### src/rtl/bhc_pkg.sv
// Shared types and helpers for the branch history cache.
// Entry layout gains a 2-bit saturating counter when SAT_CNT_EN is defined.
package bhc_pkg;

    // Entry fields are sized for the widest supported configuration.
    // Unused upper bits stay zero.
    localparam int BHC_TAG_MAX  = 32;
    localparam int BHC_HIST_MAX = 16;

    localparam logic [1:0] CNT_INIT       = 2'b01;
    localparam logic [1:0] CNT_TAKEN_INIT = 2'b10;

    typedef struct packed {
        logic                    valid;
        logic [BHC_TAG_MAX-1:0]  tag;
        logic [BHC_HIST_MAX-1:0] history;
`ifdef SAT_CNT_EN
        logic [1:0]              cnt;
`endif
    } bhc_entry_t;

    function automatic int bhc_tag_w(input int pc_w, input int idx_w);
        return pc_w - idx_w;
    endfunction

    // Ties predict taken, so an even split counts as a majority of ones.
    function automatic logic bhc_majority(input logic [BHC_HIST_MAX-1:0] history,
                                          input int unsigned width);
        int unsigned ones;
        ones = 0;
        for (int i = 0; i < BHC_HIST_MAX; i++) ones = ones + 32'(history[i]);
        return (2 * ones) >= width;
    endfunction

    function automatic logic [1:0] bhc_sat_step(input logic [1:0] cnt, input logic taken);
        if (taken) return (cnt == 2'b11) ? cnt : cnt + 2'b01;
        return (cnt == 2'b00) ? cnt : cnt - 2'b01;
    endfunction

endpackage

### src/rtl/bhc_set.sv
// One set of the branch history cache: WAYS entries, LRU bit, tag compare, victim select.
// Counter storage is present only when SAT_CNT_EN is defined.
module bhc_set
    import bhc_pkg::*;
#(
    parameter int TAG_W  = 6,
    parameter int HIST_W = 3,
    parameter int WAYS   = 2
) (
    input  logic              clk,
    input  logic              rst,
    input  logic              flush,
    input  logic [TAG_W-1:0]  lk_tag,
    output logic              lk_hit,
    output logic [HIST_W-1:0] lk_history,
    output logic              lk_predict,
    input  logic              upd_en,
    input  logic [TAG_W-1:0]  upd_tag,
    input  logic              upd_taken,
    output logic              evict,
    output logic [TAG_W-1:0]  evict_tag
);

    localparam logic [BHC_HIST_MAX-1:0] HIST_MASK = {BHC_HIST_MAX{1'b1}} >> (BHC_HIST_MAX - HIST_W);

    bhc_entry_t ways_q [WAYS];
    logic       lru_q;
    logic       upd_hit;
    logic       upd_way;
    logic       victim;
    logic       victim_valid;

    // Reads see only the registered array, so a same-cycle update is never bypassed.
    always_comb begin
        lk_hit       = 1'b0;
        lk_history   = '0;
        lk_predict   = 1'b0;
        upd_hit      = 1'b0;
        upd_way      = 1'b0;
        victim_valid = 1'b0;
        evict_tag    = '0;
        for (int w = 0; w < WAYS; w++) begin
            if (ways_q[w].valid && (ways_q[w].tag == BHC_TAG_MAX'(lk_tag))) begin
                lk_hit     = 1'b1;
                lk_history = ways_q[w].history[HIST_W-1:0];
`ifdef SAT_CNT_EN
                lk_predict = ways_q[w].cnt[1];
`else
                lk_predict = bhc_majority(ways_q[w].history, HIST_W);
`endif
            end
            if (ways_q[w].valid && (ways_q[w].tag == BHC_TAG_MAX'(upd_tag))) begin
                upd_hit = 1'b1;
                upd_way = w[0];
            end
        end
        if (!ways_q[0].valid)           victim = 1'b0;
        else if (!ways_q[WAYS-1].valid) victim = 1'b1;
        else                            victim = lru_q;
        for (int w = 0; w < WAYS; w++) begin
            if (victim == w[0]) begin
                victim_valid = ways_q[w].valid;
                evict_tag    = ways_q[w].tag[TAG_W-1:0];
            end
        end
        evict = upd_en && !flush && !upd_hit && victim_valid;
    end

    // NOTE: the entry array takes the async reset too, so valid bits are known without a clear sweep.
    always_ff @(posedge clk or negedge rst) begin
        if (!rst) begin
            for (int w = 0; w < WAYS; w++) begin
                ways_q[w] <= '0;
`ifdef SAT_CNT_EN
                ways_q[w].cnt <= CNT_INIT;
`endif
            end
        end else if (flush) begin
            for (int w = 0; w < WAYS; w++) ways_q[w].valid <= 1'b0;
        end else if (upd_en) begin
            for (int w = 0; w < WAYS; w++) begin
                if (upd_hit && (upd_way == w[0])) begin
                    ways_q[w].history <= ((ways_q[w].history << 1) | BHC_HIST_MAX'(upd_taken)) & HIST_MASK;
`ifdef SAT_CNT_EN
                    ways_q[w].cnt <= bhc_sat_step(ways_q[w].cnt, upd_taken);
`endif
                end else if (!upd_hit && (victim == w[0])) begin
                    ways_q[w].valid   <= 1'b1;
                    ways_q[w].tag     <= BHC_TAG_MAX'(upd_tag);
                    ways_q[w].history <= BHC_HIST_MAX'(upd_taken);
`ifdef SAT_CNT_EN
                    ways_q[w].cnt <= upd_taken ? CNT_TAKEN_INIT : CNT_INIT;
`endif
                end
            end
        end
    end

    if (WAYS == 2) begin : g_lru
        always_ff @(posedge clk or negedge rst) begin
            if (!rst)        lru_q <= 1'b0;
            else if (flush)  lru_q <= 1'b0;
            else if (upd_en) lru_q <= upd_hit ? ~upd_way : ~victim;
        end
    end else begin : g_no_lru
        assign lru_q = 1'b0;
    end

endmodule

### src/rtl/branch_history_cache.sv
// Set-associative per-branch history cache: index decode, registered lookup, evict reporting.
// Define SAT_CNT_EN to predict from a 2-bit saturating counter instead of history majority.
module branch_history_cache
    import bhc_pkg::*;
#(
    parameter int PC_W   = 10,
    parameter int IDX_W  = 4,
    parameter int WAYS   = 2,
    parameter int HIST_W = 3
) (
    input  logic                         clk,
    input  logic                         rst,
    input  logic                         flush,
    input  logic                         lk_valid,
    input  logic [PC_W-1:0]              lk_pc,
    output logic                         lk_hit,
    output logic [HIST_W-1:0]            lk_history,
    output logic                         lk_predict,
    input  logic                         upd_valid,
    input  logic [PC_W-1:0]              upd_pc,
    input  logic                         upd_taken,
    output logic                         evict,
    output logic [bhc_tag_w(PC_W,IDX_W)-1:0] evict_tag,
    output logic [IDX_W-1:0]             evict_index
);

    localparam int SETS  = 1 << IDX_W;
    localparam int TAG_W = bhc_tag_w(PC_W, IDX_W);

    if (WAYS != 1 && WAYS != 2) begin : g_bad_ways
        $error("branch_history_cache: WAYS must be 1 or 2");
    end
    if (HIST_W < 2 || HIST_W > BHC_HIST_MAX || TAG_W < 1 || TAG_W > BHC_TAG_MAX) begin : g_bad_width
        $error("branch_history_cache: HIST_W or TAG_W out of range");
    end

    logic [IDX_W-1:0]  lk_index, upd_index;
    logic [TAG_W-1:0]  lk_tag, upd_tag;
    logic              set_upd   [SETS];
    logic              set_hit   [SETS];
    logic [HIST_W-1:0] set_hist  [SETS];
    logic              set_pred  [SETS];
    logic              set_evict [SETS];
    logic [TAG_W-1:0]  set_etag  [SETS];

    assign lk_index  = lk_pc[IDX_W-1:0];
    assign lk_tag    = lk_pc[PC_W-1:IDX_W];
    assign upd_index = upd_pc[IDX_W-1:0];
    assign upd_tag   = upd_pc[PC_W-1:IDX_W];

    for (genvar s = 0; s < SETS; s++) begin : g_set
        assign set_upd[s] = upd_valid && (upd_index == IDX_W'(s));
        bhc_set #(.TAG_W(TAG_W), .HIST_W(HIST_W), .WAYS(WAYS)) u_set (
            .clk        (clk),
            .rst        (rst),
            .flush      (flush),
            .lk_tag     (lk_tag),
            .lk_hit     (set_hit[s]),
            .lk_history (set_hist[s]),
            .lk_predict (set_pred[s]),
            .upd_en     (set_upd[s]),
            .upd_tag    (upd_tag),
            .upd_taken  (upd_taken),
            .evict      (set_evict[s]),
            .evict_tag  (set_etag[s])
        );
    end

    always_ff @(posedge clk or negedge rst) begin
        if (!rst) begin
            lk_hit      <= 1'b0;
            lk_history  <= '0;
            lk_predict  <= 1'b0;
            evict       <= 1'b0;
            evict_tag   <= '0;
            evict_index <= '0;
        end else begin
            lk_hit     <= lk_valid && set_hit[lk_index];
            lk_history <= lk_valid ? set_hist[lk_index] : '0;
            lk_predict <= lk_valid && set_pred[lk_index];
            evict      <= set_evict[upd_index];
            // Victim identity is held until the next eviction overwrites it.
            if (set_evict[upd_index]) begin
                evict_tag   <= set_etag[upd_index];
                evict_index <= upd_index;
            end
        end
    end

endmodule

### config.mk
export PLATFORM = sky130hd
export DESIGN_NAME = branch_history_cache
export DESIGN_NICKNAME = d
export VERILOG_FILES = /design/src/rtl/bhc_pkg.sv /design/src/rtl/bhc_set.sv /design/src/rtl/branch_history_cache.sv
export SDC_FILE = /design/constraint.sdc
export NUM_CORES = 1
export LEC_CHECK = 0
export ABC_CLOCK_PERIOD_IN_PS = 7480
export BUFFER_PORTS_ARGS = -buffer_cell sky130_fd_sc_hd__buf_4
export CAP_MARGIN = 40
export CORE_UTILIZATION = 45
export CTS_BUF_LIST = sky130_fd_sc_hd__clkbuf_4
export DETAILED_ROUTE_END_ITERATION = 10
export GPL_TIMING_DRIVEN = 0
export SKIP_LAST_GASP = 1
export SLEW_MARGIN = 20
export SYNTH_ARGS = -nofsm -noshare
export SYNTH_HDL_FRONTEND = slang
export SYNTH_SLANG_ARGS = --single-unit
### constraint.sdc
create_clock -name clk -period 7.48 [get_ports clk]
set_input_delay 1.122 -clock clk [delete_from_list [all_inputs] [get_ports clk]]
set_output_delay 1.122 -clock clk [all_outputs]
set_load 0.1 [all_outputs]
==> results by group <==
Place
  – IO buf count: 25
  – Routability cong.: 1.02
  – Post-place setup slack: 2.56 ns
  – DP Wirelength: 65300 µm
  – Inst Count DP: 2962

Timing
  – Worst slew margin: 34.9%
  – Clock skew: 0.0637 ns
  – Fmax: 0.237 GHz
  – Worst-Margin Slew: 0.974 ns
  – Crit share post-route: 56.3%
  – Worst setup margin: 3.27 ns
  – Final hold viol count: 0
  – RSZ-0062 raised after global routing: false
  – Post-route minimum period: 4.21 ns
  – Setup TNS Final: 0 ns
  – Final hold slack: 0.187 ns
  – Slew Viols, Final: 0
  – Final setup fails: 0

Global routing
  – Antenna violations before repair: 2
  – First-pass GRT wire length: 127000 µm
  – Vias in the first global route: 18800
  – Largest net degree at the start of global routing: 85
  – Grt total ovfl: 0
  – Total track usage: 34.9%

Setup path
  – Worst EP required: 8.22 ns
  – Worst Path Arrival: 4.96 ns
  – Critical path startpoint category: input pin
  – Crit Path Max Fanout: 10
  – CP Cell Sequence: clkbuf_1 -> buf_2 -> buf_2 -> xnor2_1 -> nand4_1 -> nor4_1 -> nor4b_1 -> nor4_1 -> or3_1 -> o31ai_1
  – Crit path kind: in -> reg
  – Endpoint type of the worst setup path: register
  – Slowest cell on the critical path: nor4_1
  – Slowest Stage Delay on Critical Path: 0.67 ns

Routing
  – Final wirelength: 88000 µm
  – Routed Antenna Nets: 0
  – DR WL/cell: 27.8 µm
  – Vias: 19500
  – Remaining DRCs: 0
  – Via density: 6.15
  – First-pass iteration count of the detailed router: 10
  – DR iter-0 viols: 2394

Clock tree
  – Clk sinks: 352
  – Resize count post-CTS: 0
  – Number of hold buffers added after CTS: 0
  – Worst-case clock buffer depth: 3
  – CTS tree: built
  – Post-CTS Setup Inserts: 0
  – Later-pin clock latency in the skew report: 0.90 ns
  – TritonCTS Buffers: 101
  – Worst-path clk slew: 0.06 ns
  – H-tree depth: 3
  – Root Driver: clkbuf_4

Die
  – Core footprint: 49300 µm²
  – Die width: 226 µm
  – Row Count: 81
  – Initial Util: 45.9%
  – Die Ht: 226 µm
  – Top Ports: 42
  – Die area: 51100 µm²

Synthesis
  – Synth Area per Inst: 10.1 µm²
  – Async set-reset flop share out of synthesis: 100%
  – Most used DFF post-synth: dfrtp_1
  – Post-Syn Area: 22600 µm²
  – Yosys cell types: 79
  – Syn nets: 2295
  – Gate Count Post-Synth: 2237
  – Flops & latches, synth: 352
  – Post-synth EDFFs: 0
  – Synth warn: 0
  – Seq/Total Area, Yosys: 39.0%

Pwr
  – Combinational power share: 18.7%
  – Switching Share: 33.1%
  – Clock network power share: 36.8%
  – Flop pwr share: 44.4%
  – Power Density: 200 nW/µm²
  – Pint: 3.41 mW
  – Leakage: 11.8 nW
  – Net Sw Power: 1.68 mW
  – Peak VDD IR: 0.106 mV

Final layout
  – P&R area growth vs syn: 13.0%
  – Fin util: 51.8%
  – Fin cells: 3165
  – # nets final: 2477
  – Share of layout cells above drive strength 1: 22.3%

Run
  – Max Cap Viol: 0

Status
  – Status: complete, no violations

Worst hold path
  – HP Class: in -> async
==> stage by stage <==
step	power [mW]	area, µm²
6_report	5.10	25500
5_1_grt	5.30	25500
4_1_cts	5.09	25400
3_5_place_dp	3.22	24100
3_3_place_gp	3.17	23600
2_1_floorplan	2.85	22600
==> cell type report <==
type	count	area, µm²
Fill cell	4587	23700
Multi-Input combinational cell	1682	12900
Sequential cell	352	8810
Clock buffer	147	1100
Tap cell	664	831
Timing Repair Buffer	79	712
Buffer	131	654
Inverter	72	270
Clock inverter	34	196
Antenna cell	4	10.0
==> per-layer routing <==
metal  vias to the layer above  GRT usage, %  part of all wire, %
met3                       256          10.9                   12
met4                         0          18.2                  5.4
met2                      1204          48.9                   41
li1                       8429             -                    -
met5                         -             0                    0
met1                      9569          47.8                   41
==> power groups by stage <==
stage | clock (mW) | combinational [mW] | sequential, mW
5_1_grt | 2.02 | 1.01 | 2.28
2_1_floorplan | 0 | 0.605 | 2.25
6_report | 1.88 | 0.954 | 2.26
4_1_cts | 1.90 | 0.930 | 2.25
3_5_place_dp | 0 | 0.927 | 2.29
3_3_place_gp | 0 | 0.886 | 2.28
==> sequential cells by signal (all words and copies together) (netlist names) <==
| register | cells |
|---|---|
| g_set.u_set.ways_q | 320 |
| g_set.u_set.lru_q | 16 |
| evict_tag | 6 |
| evict_index | 4 |
| lk_history | 3 |
| evict | 1 |
| lk_hit | 1 |
| lk_predict | 1 |
==> final timing paths <==
check | start | end | slack (ns) | cells after the start
worst max-delay path | lk_pc[8] | lk_history[0] | 3.27 | 10
worst min-delay path | rst | g_set[11].u_set.ways_q[20] | 0.19 | 1
max in group asynchronous | rst | g_set[0].u_set.ways_q[51] | 6.18 | 3
worst min register to register | evict_index[0] | evict_index[0] | 0.50 | 1
min in group clk | evict_index[0] | evict_index[0] | 0.50 | 1
worst max register to register | g_set[11].u_set.ways_q[20] | evict_index[1] | 3.98 | 10
==> logic make-up (layout without fill, tap and decap cells) <==
logic type	count (synthesis)	count (layout)	synth area share, %
other cells	0	4	0
xor+xnor	384	384	14.9
flops	352	352	39.0
buf+inv	203	463	4.09
compound gates	358	358	10.4
mux	324	324	15.6
fa+ha+maj	32	32	1.77
simple gates	584	584	14.2
==> critical path: cells and delay by family <==
kind / cells / cell delay, ns
buffers and inverters: 3 / 1.62
AOI/OAI and AO/OA: 1 / 0.08
xor gates and xnor gates: 1 / 0.21
and+or+nand+nor: 5 / 1.90
==> Yosys cell counts (5+ instances only) <==
library cell | number | area, µm²
mux2_2 | 213 | 2400
or2_2 | 6 | 37.5
ha_1 | 32 | 400
a32oi_1 | 5 | 43.8
a21oi_1 | 42 | 210
nor3b_1 | 9 | 67.6
xnor2_1 | 198 | 1730
inv_1 | 70 | 263
buf_6 | 12 | 135
o31ai_1 | 24 | 180
xor2_1 | 186 | 1630
clkbuf_1 | 75 | 282
nor2_1 | 82 | 308
o211ai_1 | 16 | 120
and4_1 | 5 | 43.8
buf_2 | 27 | 135
nor2b_1 | 23 | 144
or3_1 | 5 | 31.3
o21ai_1 | 13 | 65.1
nand2_1 | 148 | 556
nand3_1 | 57 | 285
and3_1 | 12 | 75.1
buf_1 | 7 | 26.3
o21ai_0 | 82 | 410
o22ai_1 | 65 | 407
a211oi_1 | 12 | 90.1
a22o_1 | 5 | 43.8
a31oi_1 | 16 | 100
a21o_1 | 35 | 263
nor4_1 | 45 | 282
dfrtp_1 | 352 | 8810
mux2i_1 | 107 | 1070
nand2b_1 | 21 | 131
nand4_1 | 66 | 413
nand3b_1 | 13 | 97.6
buf_4 | 10 | 75.1
nor4_2 | 18 | 225
and2_1 | 18 | 113
nor3_1 | 32 | 160
==> placed cells by master, fill, tap and decap left out, types with 13 or more instances in the layout <==
cell type  Yosys  layout
mux2_2       213     213
o21ai_0       82      82
nand2_1      148     148
o211ai_1      16      16
clkbuf_1      75      74
o22ai_1       65      65
xnor2_1      198     198
nand4_1       66      66
nand3_1       57      57
xor2_1       186     186
buf_6         12      21
o21ai_1       13      13
nor4_2        18      29
buf_4         10      55
dfrtp_1      352     352
nor2b_1       23      23
a21oi_1       42      42
clkinv_1       0      22
nor3_1        32      32
nand3b_1      13      13
ha_1          32      32
mux2i_1      107     107
buf_2         27      32
nand2b_1      21      21
clkbuf_4       0     156
a31oi_1       16      16
and2_1        18      18
nor2_1        82      82
a21o_1        35      35
inv_1         70      70
o31ai_1       24      24
nor4_1        45      34
Power figures use the tool's default switching activity.
